--- config.mk ---
export PLATFORM = sky130hd
export DESIGN_NAME = mtr_cmd_ramp_flat
export DESIGN_NICKNAME = d
export VERILOG_FILES = /design/src/rtl/mtr_cmd_ramp_if.sv /design/src/rtl/mtr_cmd_ramp.sv /design/src/flat_wrapper.sv
export SDC_FILE = /design/constraint.sdc
export NUM_CORES = 1
export LEC_CHECK = 0
export ABC_CLOCK_PERIOD_IN_PS = 14650
export BUFFER_PORTS_ARGS = -buffer_cell sky130_fd_sc_hd__buf_2
export CAP_MARGIN = 40
export CORE_UTILIZATION = 55
export CTS_CLUSTER_SIZE = 8
export DETAILED_ROUTE_END_ITERATION = 10
export GPL_TIMING_DRIVEN = 0
export PLACE_DENSITY = 0.77
export SLEW_MARGIN = 20
export SYNTH_ARGS = -nofsm -noshare
export SYNTH_HDL_FRONTEND = slang
export SYNTH_SLANG_ARGS = --single-unit
export TNS_END_PERCENT = 10
--- constraint.sdc ---
create_clock -name clk -period 14.65 [get_ports clk]
set_input_delay 2.93 -clock clk [delete_from_list [all_inputs] [get_ports clk]]
set_output_delay 2.93 -clock clk [all_outputs]
set_load 0.01 [all_outputs]
--- src/rtl/mtr_cmd_ramp_if.sv ---
`default_nettype none
// +----------------------------------------------------------------------------+
// | Module   : mtr_cmd_ramp_if                                                 |
// | Purpose  : Command handshake bundle between the steering/command logic and |
// |            the motor slew-rate limiter.                                    |
// | Signals  : cmd_vld  - target pair valid (master -> slave)                  |
// |            cmd_rdy  - slave can accept a target pair (slave -> master)     |
// |            cmd_lft  - signed 11-bit left target                            |
// |            cmd_rht  - signed 11-bit right target                           |
// | Revision : 1.0  initial release                                            |
// +----------------------------------------------------------------------------+
interface mtr_cmd_ramp_if;
   logic        cmd_vld;
   logic        cmd_rdy;
   logic [10:0] cmd_lft;
   logic [10:0] cmd_rht;

   modport master (output cmd_vld, output cmd_lft, output cmd_rht, input  cmd_rdy);
   modport slave  (input  cmd_vld, input  cmd_lft, input  cmd_rht, output cmd_rdy);
endinterface
`default_nettype wire

--- src/rtl/mtr_cmd_ramp.sv ---
`default_nettype none
// +----------------------------------------------------------------------------+
// | Module   : mtr_cmd_ramp                                                    |
// | Purpose  : Slew-rate limiter and reversal guard ahead of motor_cntrl.      |
// |            Each channel ramps toward its target by STEP per tick; a sign   |
// |            reversal first ramps to zero and dwells DWELL_TICKS ticks.      |
// | Ports    : clk      - system clock                                         |
// |            rst      - synchronous active-high reset                        |
// |            cmd_if   - command handshake (slave modport)                    |
// |            estop_i  - emergency brake, level-sensitive                     |
// |            lft_o    - signed left drive, registered                        |
// |            rht_o    - signed right drive, registered                       |
// |            at_tgt_o - both channels settled on their targets, registered   |
// | Revision : 1.0  initial release                                            |
// +----------------------------------------------------------------------------+
module mtr_cmd_ramp #(
   parameter int STEP        = 8,
   parameter int TICK_DIV    = 16,
   parameter int DWELL_TICKS = 4
) (
   input  logic               clk,
   input  logic               rst,
   mtr_cmd_ramp_if.slave      cmd_if,
   input  logic               estop_i,
   output logic signed [10:0] lft_o,
   output logic signed [10:0] rht_o,
   output logic               at_tgt_o
);

   localparam int c_CNT_W = (TICK_DIV > 1) ? $clog2(TICK_DIV) : 1;
   localparam int c_DW_W  = (DWELL_TICKS > 1) ? $clog2(DWELL_TICKS) : 1;
   localparam logic signed [11:0] c_STEP = $signed(12'(STEP));

   localparam logic [1:0] c_HOLD  = 2'd0;
   localparam logic [1:0] c_RAMP  = 2'd1;
   localparam logic [1:0] c_DWELL = 2'd2;

   function automatic logic signed [10:0] f_sat(input logic signed [11:0] x);
      if (x > 12'sd1023)
         f_sat = 11'sd1023;
      else if (x < -12'sd1023)
         f_sat = -11'sd1023;
      else
         f_sat = x[10:0];
   endfunction

   // Tick generator: free-running divider, tick on the terminal count.
   logic [c_CNT_W-1:0] tick_cnt_q;
   logic               w_tick;

   assign w_tick = (tick_cnt_q == c_CNT_W'(TICK_DIV - 1));

   always_ff @(posedge clk) begin
      if (rst || w_tick)
         tick_cnt_q <= '0;
      else
         tick_cnt_q <= tick_cnt_q + c_CNT_W'(1);
   end

   // Ready is a registered copy of !estop so it drops one edge after estop.
   logic cmd_rdy_q;
   logic w_accept;

   always_ff @(posedge clk) begin
      if (rst)
         cmd_rdy_q <= 1'b0;
      else
         cmd_rdy_q <= ~estop_i;
   end

   assign cmd_if.cmd_rdy = cmd_rdy_q;
   assign w_accept       = cmd_if.cmd_vld & cmd_rdy_q & ~estop_i;

   logic [10:0] w_cmd [2];
   assign w_cmd[0] = cmd_if.cmd_lft;
   assign w_cmd[1] = cmd_if.cmd_rht;

   for (genvar g = 0; g < 2; g++) begin : g_ch
      logic signed [10:0] out_q, out_d;
      logic signed [10:0] tgt_q, tgt_d;
      logic [1:0]         st_q, st_d;
      logic [c_DW_W-1:0]  dwell_q, dwell_d;
      logic signed [10:0] w_cap, w_step;
      logic signed [11:0] w_out12, w_goal12, w_diff;
      logic               w_rev, w_done;

      // -1024 has no positive counterpart; clamp to keep the range symmetric.
      assign w_cap = (w_cmd[g] == 11'h400) ? 11'h401 : w_cmd[g];

      // Opposite non-zero signs: head for zero first.
      assign w_rev    = (out_q != 11'sd0) && (tgt_q != 11'sd0) && (out_q[10] != tgt_q[10]);
      assign w_out12  = {out_q[10], out_q};
      assign w_goal12 = w_rev ? 12'sd0 : {tgt_q[10], tgt_q};
      assign w_diff   = w_goal12 - w_out12;
      assign w_done   = (st_q == c_HOLD) && (out_q == tgt_q);

      // One bounded step toward the goal; the final step lands exactly on it.
      always_comb begin
         w_step = w_goal12[10:0];
         if (w_diff > c_STEP)
            w_step = f_sat(w_out12 + c_STEP);
         else if (w_diff < -c_STEP)
            w_step = f_sat(w_out12 - c_STEP);
      end

      always_comb begin
         out_d   = out_q;
         tgt_d   = tgt_q;
         st_d    = st_q;
         dwell_d = dwell_q;
         case (st_q)
            c_HOLD: begin
               if (out_q != tgt_q)
                  st_d = c_RAMP;
            end
            c_RAMP: begin
               if (out_q == tgt_q)
                  st_d = c_HOLD;
               else if (w_tick) begin
                  out_d = w_step;
                  if (w_step == tgt_q)
                     st_d = c_HOLD;
                  else if (w_rev && (w_step == 11'sd0)) begin
                     st_d    = c_DWELL;
                     dwell_d = '0;
                  end
               end
            end
            c_DWELL: begin
               // Dwell ignores target changes; the target is only consulted at the end.
               if (w_tick) begin
                  if (dwell_q == c_DW_W'(DWELL_TICKS - 1)) begin
                     dwell_d = '0;
                     st_d    = (tgt_q == 11'sd0) ? c_HOLD : c_RAMP;
                  end else begin
                     dwell_d = dwell_q + c_DW_W'(1);
                  end
               end
            end
            default: st_d = c_HOLD;
         endcase
         // Captured target is only seen by the step logic from the next cycle on.
         if (w_accept)
            tgt_d = w_cap;
         if (estop_i) begin
            out_d   = '0;
            tgt_d   = '0;
            st_d    = c_HOLD;
            dwell_d = '0;
         end
      end

      always_ff @(posedge clk) begin
         if (rst) begin
            out_q   <= '0;
            tgt_q   <= '0;
            st_q    <= c_HOLD;
            dwell_q <= '0;
         end else begin
            out_q   <= out_d;
            tgt_q   <= tgt_d;
            st_q    <= st_d;
            dwell_q <= dwell_d;
         end
      end
   end

   logic at_tgt_q;

   always_ff @(posedge clk) begin
      if (rst)
         at_tgt_q <= 1'b1;
      else
         at_tgt_q <= g_ch[0].w_done & g_ch[1].w_done;
   end

   assign lft_o    = g_ch[0].out_q;
   assign rht_o    = g_ch[1].out_q;
   assign at_tgt_o = at_tgt_q;

endmodule
`default_nettype wire

--- src/flat_wrapper.sv ---
// flat-port wrapper written by rule: the top's interface ports become plain ports
module mtr_cmd_ramp_flat 
#(
   parameter int STEP        = 8,
   parameter int TICK_DIV    = 16,
   parameter int DWELL_TICKS = 4
)
  (clk, rst, estop_i, lft_o, rht_o, at_tgt_o, cmd_if_cmd_vld, cmd_if_cmd_lft, cmd_if_cmd_rht, cmd_if_cmd_rdy);
  mtr_cmd_ramp_if cmd_if_i ();
  input  logic clk;
  input  logic rst;
  input  logic estop_i;
  output logic signed [10:0] lft_o;
  output logic signed [10:0] rht_o;
  output logic at_tgt_o;
  input wire logic [$bits(cmd_if_i.cmd_vld)-1:0] cmd_if_cmd_vld;
  input wire logic [$bits(cmd_if_i.cmd_lft)-1:0] cmd_if_cmd_lft;
  input wire logic [$bits(cmd_if_i.cmd_rht)-1:0] cmd_if_cmd_rht;
  output wire logic [$bits(cmd_if_i.cmd_rdy)-1:0] cmd_if_cmd_rdy;
  assign cmd_if_i.cmd_vld = cmd_if_cmd_vld;
  assign cmd_if_i.cmd_lft = cmd_if_cmd_lft;
  assign cmd_if_i.cmd_rht = cmd_if_cmd_rht;
  assign cmd_if_cmd_rdy = cmd_if_i.cmd_rdy;
  mtr_cmd_ramp #(.STEP(STEP), .TICK_DIV(TICK_DIV), .DWELL_TICKS(DWELL_TICKS)) u_core (.clk(clk), .rst(rst), .cmd_if(cmd_if_i), .estop_i(estop_i), .lft_o(lft_o), .rht_o(rht_o), .at_tgt_o(at_tgt_o));
endmodule
==> impl_metrics.toml, run 1 <==
[outcome]
status = "finished clean"

[logic_synthesis]
netlist_area_mm2 = 0.00637
synth_cell_type_count = 84
syn-instance-count = 893
yosysSeqAreaShare_pct = 18.2
synthArstFlopShare_pct = 0
syn-num-nets = 950
synth-edff-count = 0
synth-seq-cells = 58
syn_avg_cell_area_um2 = 7.14
yosys_warnings = 0
synthFlopType = "dfxtp_1"

[power]
power_mw = 0.495
power_leakage_nw = 2.75
p_per_area_mw_per_mm2 = 69.5
vdd_drop_max_v = 0.0000980

[timing]
rsz0062_at_grt = "false"
hold_viol = 0
tightestPinTransition_ps = 860
maxClockFrequency_mhz = 149
holdWs_ps = 504
fin_setup_tns_ps = 0
finalMaxSlewViolations = 0
min_period_ps = 6700
finClkSkew_ps = 4.15
slew-limit-headroom_pct = 42.5
period_share_pct = 45.8
setup_ws_ps = 7950
setup_viol = 0

[final_layout]
stdcell_count = 1099
finalInstanceArea_mm2 = 0.00712
post-route-util_pct = 64.3
mostFrequentLayoutCell = "nand2_1"
syn_to_final_growth_pct = 11.7
final_layout_size_suffix_gt1_share_pct = 11.1
final_cell_mix = "93 x nand2_1, 81 x nor2_1, 68 x a21oi_1, 58 x dfxtp_1, 54 x buf_2"
fillers = 1071
fin_nets = 1011
diodes = 0

[critical_path]
crit_family = "compound AO/OA/AOI/OAI gates"
cp_data_arrival_time_ps = 6920
crit_slowest_cell = "clkbuf_1"
cpMostUsedCell = "clkbuf_1"
cp-start-kind = "flop"
max_stage_delay_ps = 450
worstPathCellList = "clkbuf_1 -> clkinv_1 -> nand3_1 -> nor2_1 -> a211oi_1 -> a21oi_1 -> clkbuf_1 -> nand2_1 -> ha_1 -> inv_1 -> fa_1 -> a21o_1 -> a221oi_2 -> o21bai_1 -> xnor2_1 -> a31o_2 -> o21ai_0 -> clkbuf_1 -> inv_1 -> o221a_2 -> nor3_1 -> nand4_1 -> or2_2 -> a31o_2"
path_class = "flop to flop"
cp-end-kind = "flop"
worst-path-buf-inv = 6
crit_required_ps = 14870
critPathMaxFanout = 10

[floorplan]
die_y_um = 110
initial_core_util_pct = 57.5
io_pins = 50
placementRows = 38
core_region_area_mm2 = 0.0111
dieArea_mm2 = 0.0120
die_width_um = 110

[route]
viasPerCell = 6.48
ant_nets = 0
drc = 0
vias = 7120
post_drt_wl_per_cell_um = 18.8
dr.pass1.iters = 6
drtIter0Drc = 810
drt-total-wl_mm = 20.7

[grt]
antenna_found_initial = 0
grt_max_degree = 11
grt_remaining_overflow = 0
grt_pass1_wl_mm = 32.8
grt_pass1_vias = 6460
grtUsageTotal_pct = 35.0

[min_path]
min_path_type = "flop to flop"

[placement]
place.detailed.hpwl_mm = 15.8
portBuffers = 49
place_area_mm2 = 0.00680
globalplace.congestion = 0.999
place_inst = 1083
pre_cts_ws_ps = 8110

[clock_network]
post_cts_buffers = 0
insertion_delay_ps = 330
cts_made_buffers = 9
cts_tree = "done"
cts_sinks = 58
cts_max_level = 3
postCtsResizedCells = 0
cts.path.max_buffers = 2
path_clk_slew_ps = 50
hold_buffers = 0
cts-root-buf = "clkbuf_16"

[job]
drv_cap = 0
final cells by class:
| type | count | area [um^2] | share of cell area, % |
|---|---|---|---|
| Tap cell | 140 | 175 | 2.46 |
| Clock inverter | 4 | 75.1 | 1.05 |
| Inverter | 41 | 154 | 2.16 |
| Multi-Input combinational cell | 739 | 4830 | 67.9 |
| Buffer | 55 | 226 | 3.18 |
| Clock buffer | 12 | 246 | 3.46 |
| Timing Repair Buffer | 50 | 250 | 3.51 |
| Sequential cell | 58 | 1160 | 16.3 |
synth_stat cells, types with 12 or more instances:
| library cell | n | share of area, % |
|---|---|---|
| xnor2_1 | 47 | 6.5 |
| nand3_1 | 29 | 2.3 |
| ha_1 | 29 | 5.7 |
| inv_1 | 38 | 2.2 |
| o21ai_0 | 52 | 4.1 |
| nor3_1 | 22 | 1.7 |
| a21oi_1 | 68 | 5.3 |
| a211oi_1 | 20 | 2.4 |
| nand2_1 | 93 | 5.5 |
| nor2_1 | 81 | 4.8 |
| a31oi_1 | 12 | 1.2 |
| nand4_1 | 15 | 1.5 |
| clkbuf_1 | 45 | 2.7 |
| dfxtp_1 | 58 | 18 |
| nor4_1 | 13 | 1.3 |
| and2_1 | 25 | 2.5 |
layer usage:
metal	wire (um)	track usage [%]
met1	9100	48.8
met3	1640	3.73
met5	0	0
met4	592	11.5
met2	9350	56.3
kinds of logic after synthesis:
group | count (synthesis) | synth area share [%]
compound gates | 278 | 30.3
xor+xnor | 58 | 7.97
fa+ha+maj | 31 | 6.32
buf+inv | 96 | 5.97
flops | 58 | 18.2
mux | 14 | 2.32
simple gates | 358 | 28.9
registers in the layout (all words and copies together), names as in the netlist:
register	flops
u_core.rht_o	11
u_core.cmd_if.cmd_rdy	1
u_core.g_ch.st_q	4
u_core.g_ch.dwell_q	4
u_core.lft_o	11
u_core.g_ch.tgt_q	22
u_core.at_tgt_o	1
u_core.tick_cnt_q	4
final timing paths:
kind	startpoint	end	slack, ps	cells past startpoint
max	u_core.rht_o[6]$_SDFFE_PP0P_	u_core.g_ch[1].dwell_q[1]$_SDFFE_PP0P_	7950	24
min	u_core.tick_cnt_q[0]$_SDFF_PP0_	u_core.tick_cnt_q[0]$_SDFF_PP0_	500	1
min reg2reg	u_core.tick_cnt_q[0]$_SDFF_PP0_	u_core.tick_cnt_q[0]$_SDFF_PP0_	500	1
max reg2reg	u_core.rht_o[6]$_SDFFE_PP0P_	u_core.g_ch[1].dwell_q[1]$_SDFFE_PP0P_	7950	24
power by group:
part	switching, mW	leakage [nW]	internal, mW
Clock	0.0711	0.149	0.153
Sequential	0.00283	0.469	0.161
Combinational	0.0669	2.13	0.0400
No activity file was read; power rests on OpenSTA's default activity.
==> run 2: changes to the inputs <==
Settings changed: ABC_AREA set to 1, ABC_CLOCK_PERIOD_IN_PS 14650 to 5660, PLACE_DENSITY 0.77 to 0.8.
Clock period 14.65 ns to 5.66 ns, I/O delays scaled along.
==> run 2 against run 1 <==
Compared with the run above: maximum frequency rose by 34%; largest cell class unchanged; area after synthesis rose by 3.1%; critical endpoint is now u_core.g_ch[0].st_q[1]$_SDFFE_PP0P_; the flow now finishes with violations (DRC); routed wire length fell by 3.7%.
==> impl_metrics.toml, run 2 <==
[final_layout]
diodes = 0
post-route-util_pct = 63.4
largest_register_ffs = 22
final_cell_mix = "394 x nand2_1, 175 x inv_1, 129 x nand3_1, 125 x nor2_1"
regMostFlops = "u_core.g_ch.tgt_q"
syn_to_final_growth_pct = 11.1
fin_nets = 1307
mostFrequentLayoutCell = "nand2_1"
final_layout_size_suffix_gt1_share_pct = 9.24
finalInstanceArea_mm2 = 0.00730

[critical_path]
max_stage_delay_ps = 520
path_class = "flop to flop"
cp-end-kind = "flop"
cp-start-kind = "flop"
cp_data_arrival_time_ps = 5210
crit_required_ps = 5870
cpMostUsedCell = "nand2_1"
crit_slowest_cell = "dfxtp_1"
critPathMaxFanout = 10

[clock_network]
cts.path.max_buffers = 2
insertion_delay_ps = 320
cts-root-buf = "clkbuf_16"
path_clk_slew_ps = 50
post_cts_buffers = 0
cts_max_level = 3
cts_sinks = 58
hold_buffers = 0
cts_tree = "done"
cts_made_buffers = 9
postCtsResizedCells = 0

[logic_synthesis]
synth_cell_type_count = 45
synthMuxAreaShare_pct = 0
netlist_area_mm2 = 0.00657
yosysTopAreaCell = "nand2_1"
yosys_warnings = 0
synth-edff-count = 0
synth_xor_area_share_pct = 3.62
syn-num-nets = 1247
synth_area_leaders = "nand2_1 22%, dfxtp_1 18%, inv_1 10%"
synth_simple_gate_area_share_pct = 48.3
syn-instance-count = 1190
syn_avg_cell_area_um2 = 5.52
synthAdderAreaFrac_pct = 6.13
synthFlopType = "dfxtp_1"
synth_top_family_by_area = "simple AND/OR/NAND/NOR gates"
yosysSeqAreaShare_pct = 17.7
yosysMostFrequentCell = "nand2_1"
synth-compound-area-share_pct = 11.4
synth-seq-cells = 58
synthArstFlopShare_pct = 0
synth_top_cell_area_share_pct = 22.5
synth_common_cells = "394 x nand2_1, 175 x inv_1, 129 x nand3_1"

[grt]
use_met3_pct = 3.77
grt_util_met1_pct = 42.4
grt_remaining_overflow = 0
grtUsageMet2_pct = 53.1
grt_pass1_vias = 7028
grt_pass1_wl_mm = 32.8
grt-busiest-layer = "met2"
antenna_found_initial = 0
grt_max_degree = 11
grtUsageTotal_pct = 32.1

[timing]
min_period_ps = 4990
finClkSkew_ps = 4.42
period_share_pct = 88.2
setup_viol = 0
slew-limit-headroom_pct = 58.4
finalMaxSlewViolations = 0
rsz0062_at_grt = "false"
maxClockFrequency_mhz = 200
fin_setup_tns_ps = 0
tightestPinTransition_ps = 624
holdWs_ps = 448
hold_viol = 0

[floorplan]
placementRows = 39
die_width_um = 111
initial_core_util_pct = 57.1
io_pins = 50
dieArea_mm2 = 0.0124
core_region_area_mm2 = 0.0115
die_y_um = 111

[power]
power_leakage_nw = 4.34
pwr-share-seq_pct = 30.4
p_per_area_mw_per_mm2 = 192
clkPwrFrac_pct = 38.7
p_comb_share_pct = 30.8
sw_frac_of_total_pct = 33.9
vdd_drop_max_v = 0.000184
p_switching_mw = 0.475
p_int_mw = 0.928

[min_path]
min_path_type = "flop to flop"

[placement]
portBuffers = 49
place.detailed.hpwl_mm = 15.9
globalplace.congestion = 0.987
place_area_mm2 = 0.00700

[route]
vias = 7828
drt-total-wl_mm = 19.9
drc = 4
post_drt_wl_per_cell_um = 14.2
viasPerCell = 5.60
ant_nets = 0
dr.pass1.iters = 8
drtIter0Drc = 703

[outcome]
violations = "DRC"
status = "complete, but fails checks"

[job]
drv_cap = 0
==> run 2: changes by cell type in the layout (fill, tap and decap cells not counted), sizes merged, moves of 12 or more <==
cell    previous run  this run
nand2             94       407
inv               38       183
nand3             29       139
nor2              81       126
xnor2             47         6
clkbuf            57        30
and2              25         0
nand4             15        34
a211oi            22         8
nor3              22        10
==> run 2: layout make-up <==
| cell class | instances | area [um^2] |
|---|---|---|
| inverters | 185 | 697 |
| clock buffers | 12 | 256 |
| plain buffers | 29 | 150 |
| well taps | 143 | 179 |
| flip-flops and latches | 58 | 1160 |
| clock inverters | 4 | 50.0 |
| repair buffers | 49 | 245 |
| multi-input cells | 918 | 4570 |
| fillers | 1138 | 4210 |
==> run 2: power groups by stage <==
stage | sequential (mW) | combinational, mW | clock [mW]
floorplan | 0.433 | 0.327 | 0
global placement | 0.434 | 0.417 | 0
global route | 0.427 | 0.487 | 0.563
finish | 0.427 | 0.433 | 0.544
detailed placement | 0.435 | 0.419 | 0
CTS | 0.426 | 0.423 | 0.546
==> run 2: critical path, delay by kind of cell (launching register included) <==
kind            cells  cell delay, ps
xor+xnor            1             190
simple gates       23            2730
flops               1             520
buf+inv             3             690
compound gates      1             150
fa+ha+maj           2             610
==> run 2: final timing paths <==
check | startpoint | to | slack [ps] | cells past startpoint
worst max-delay path | u_core.lft_o[3]$_SDFFE_PP0P_ | u_core.g_ch[0].st_q[1]$_SDFFE_PP0P_ | 670 | 30
worst min register to register | u_core.tick_cnt_q[0]$_SDFF_PP0_ | u_core.tick_cnt_q[0]$_SDFF_PP0_ | 450 | 1
worst min-delay path | u_core.tick_cnt_q[0]$_SDFF_PP0_ | u_core.tick_cnt_q[0]$_SDFF_PP0_ | 450 | 1
worst max register to register | u_core.lft_o[3]$_SDFFE_PP0P_ | u_core.g_ch[0].st_q[1]$_SDFFE_PP0P_ | 670 | 30
==> run 2: cell families after synthesis <==
group,Yosys count
compound gates,131
xor+xnor,25
fa+ha+maj,31
buf+inv,214
flops,58
simple gates,731
==> run 2: routing by layer <==
metal / part of all wire, % / vias up / wire length (um)
li1: - / 3929 / -
met4: 2.3 / 0 / 466
met2: 46 / 358 / 9210
met5: 0 / - / 0
met3: 8.3 / 50 / 1660
met1: 43 / 3491 / 8570
==> run 2: metrics by stage <==
step,power (mW),setup WS (ps),instances
floorplan,0.761,1710,1190
global placement,0.851,856,1382
detailed placement,0.854,849,1382
CTS,1.40,799,1398
global route,1.48,31.7,1398
finish,1.40,666,1398
==> run 3: changes to the inputs <==
Settings changed: ABC_CLOCK_PERIOD_IN_PS 5660 to 4700, CORE_UTILIZATION 55 to 60, PLACE_DENSITY 0.8 to 0.83.
Clock period 5.66 ns to 4.7 ns, I/O delays scaled along.
==> run 3 against run 2 <==
Compared with the run above: highest routed layer unchanged; routed wire length up 2.8%; maximum frequency up 13%; clock-buffer cell count unchanged; largest cell class unchanged; combinational power up 27%; die area down 8.2%; non-clock buffer count up 8; first-iteration DRC count up 32%; clock skew up 13 ps; sequential power up 20%; worst setup slack worse by 400 ps; the run now ends clean; utilization up 7.1 points.
==> impl_metrics.toml, run 3 (synthesis results as in run 2) <==
[outcome]
status = "finished clean"

[timing]
setup_viol = 0
maxClockFrequency_mhz = 226
setup_ws_ps = 269
finalMaxSlewViolations = 0
hold_viol = 0
min_period_ps = 4430
finClkSkew_ps = 17.1
fin_setup_tns_ps = 0
period_share_pct = 94.3
slew-limit-headroom_pct = 55.5
tightestPinTransition_ps = 668

[floorplan]
dieArea_mm2 = 0.0114
placementRows = 37
io_pins = 50
core_region_area_mm2 = 0.0105
initial_core_util_pct = 62.8
die_y_um = 107
die_width_um = 107

[min_path]
hold_depth = 1
min_path_type = "flop to flop"

[route]
vias = 8003
ant_nets = 0
wl_met1_mm = 8.38
top_layer = "met4"
drt-total-wl_mm = 20.5
drtIter0Drc = 929
drc = 0
met3_length_mm = 1.73
viasPerCell = 5.72
post_drt_wl_per_cell_um = 14.6
met2_length_mm = 9.66
dr.pass1.iters = 6

[final_layout]
regMostFlops = "u_core.g_ch.tgt_q"
stdcell_count = 1400
diodes = 0
register_area_mm2 = 0.00116
final_layout_size_suffix_gt1_share_pct = 11.6
syn_to_final_growth_pct = 12.3
fin_nets = 1316
largest_register_ffs = 22
multi_input_area_mm2 = 0.00464
post-route-util_pct = 70.5
final_cell_mix = "392 x nand2_1, 173 x inv_1, 128 x nand3_1, 118 x nor2_1, 57 x dfxtp_1"
fillers = 1007
mostFrequentLayoutCell = "nand2_1"

[critical_path]
crit_required_ps = 4950
crit_start = "u_core.lft_o[3]$_SDFFE_PP0P_"
cp-start-kind = "flop"
reg2reg_slack_ps = 270
reg2regPathDepth = 29
crit_end = "u_core.g_ch[0].st_q[1]$_SDFFE_PP0P_"
rr_startpoint = "u_core.lft_o[3]$_SDFFE_PP0P_"
crit_slowest_cell = "dfxtp_1"
path_class = "flop to flop"
cp-end-kind = "flop"
max_stage_delay_ps = 520
r2r-end = "u_core.g_ch[0].st_q[1]$_SDFFE_PP0P_"
critPathMaxFanout = 10
cpMostUsedCell = "nand2_1"
cp_data_arrival_time_ps = 4680

[clock_network]
cts_made_buffers = 9
cts-root-buf = "clkbuf_8"
hold_buffers = 0
cts_max_level = 3
cts.path.max_buffers = 2
insertion_delay_ps = 360
cts_sinks = 58
path_clk_slew_ps = 70
cts_tree = "done"

[grt]
grtUsageTotal_pct = 35.5
grt_max_degree = 11
antenna_found_initial = 0
grt_pass1_wl_mm = 32.5
grt_remaining_overflow = 0
grt_pass1_vias = 7071

[power]
p_per_area_mw_per_mm2 = 219
power_mw = 1.62
power_leakage_nw = 4.37
vdd_drop_max_v = 0.000171

[placement]
place.detailed.hpwl_mm = 16.0
place_inst = 1375
portBuffers = 49
globalplace.congestion = 1.02
pre_cts_ws_ps = -102

[job]
drv_cap = 0
-- run 3: cell count changes in the layout (fill, tap and decap cells not counted), sizes merged --
cell and delta:
buf +8, clkinv -2, bufinv +1, inv +1, nand2 +1
-- run 3: worst max-delay path, delay by kind of cell (launching register included) --
| kind | cells | cell delay [ps] |
|---|---|---|
| and+or+nand+nor | 21 | 2250 |
| DFF | 1 | 520 |
| adders and majority gates | 1 | 350 |
| AOI/OAI and AO/OA | 2 | 370 |
| buffers and inverters | 5 | 800 |
-- run 3: how the worst min path moves through the flow --
| stage | from | endpoint | slack (ps) |
|---|---|---|---|
| floorplan | u_core.tick_cnt_q[0]$_SDFF_PP0_ | u_core.tick_cnt_q[0]$_SDFF_PP0_ | 420 |
| global placement | u_core.tick_cnt_q[0]$_SDFF_PP0_ | u_core.tick_cnt_q[0]$_SDFF_PP0_ | 440 |
| detailed placement | u_core.tick_cnt_q[0]$_SDFF_PP0_ | u_core.tick_cnt_q[0]$_SDFF_PP0_ | 440 |
| CTS | u_core.tick_cnt_q[0]$_SDFF_PP0_ | u_core.tick_cnt_q[0]$_SDFF_PP0_ | 460 |
| global route | u_core.g_ch[1].dwell_q[1]$_SDFFE_PP0P_ | u_core.g_ch[1].dwell_q[1]$_SDFFE_PP0P_ | 490 |
| finish | u_core.tick_cnt_q[0]$_SDFF_PP0_ | u_core.tick_cnt_q[0]$_SDFF_PP0_ | 450 |
-- run 3: metal layers --
layer | vias up | track usage (%)
met3 | 72 | 4.68
met5 | - | 0
met2 | 411 | 62.1
met4 | 0 | 15.4
met1 | 3567 | 43.5
li1 | 3953 | -
-- run 3: timing repair --
action,CTS,global route
gates resized for setup,2,28
pin swaps,0,3
setup buffers,0,9
cloned,0,1
endpoints found under the setup margin,5,8
hold endpoints to repair,0,0
-- run 3: cell type report --
cell class | count | area share, %
Sequential cell | 58 | 15.8
Clock inverter | 4 | 0.983
Timing Repair Buffer | 58 | 4.24
Inverter | 185 | 9.60
Clock buffer | 12 | 2.24
Buffer | 28 | 2.02
Tap cell | 136 | 2.31
Multi-Input combinational cell | 919 | 62.8
-- run 3: where the power goes --
group          leakage, nW  internal, mW  switching, mW  total (mW)
Combinational         3.78         0.190          0.360       0.550
Clock                0.119         0.341          0.215       0.556
Sequential           0.470         0.502         0.0103       0.512
Total                 4.37          1.03          0.585        1.62
-- run 3: per-stage QoR --
step	hold WS [ps]	area, um^2
floorplan	418	6570
global placement	436	6990
global route	486	7380
CTS	456	7230
finish	451	7380
detailed placement	444	6990
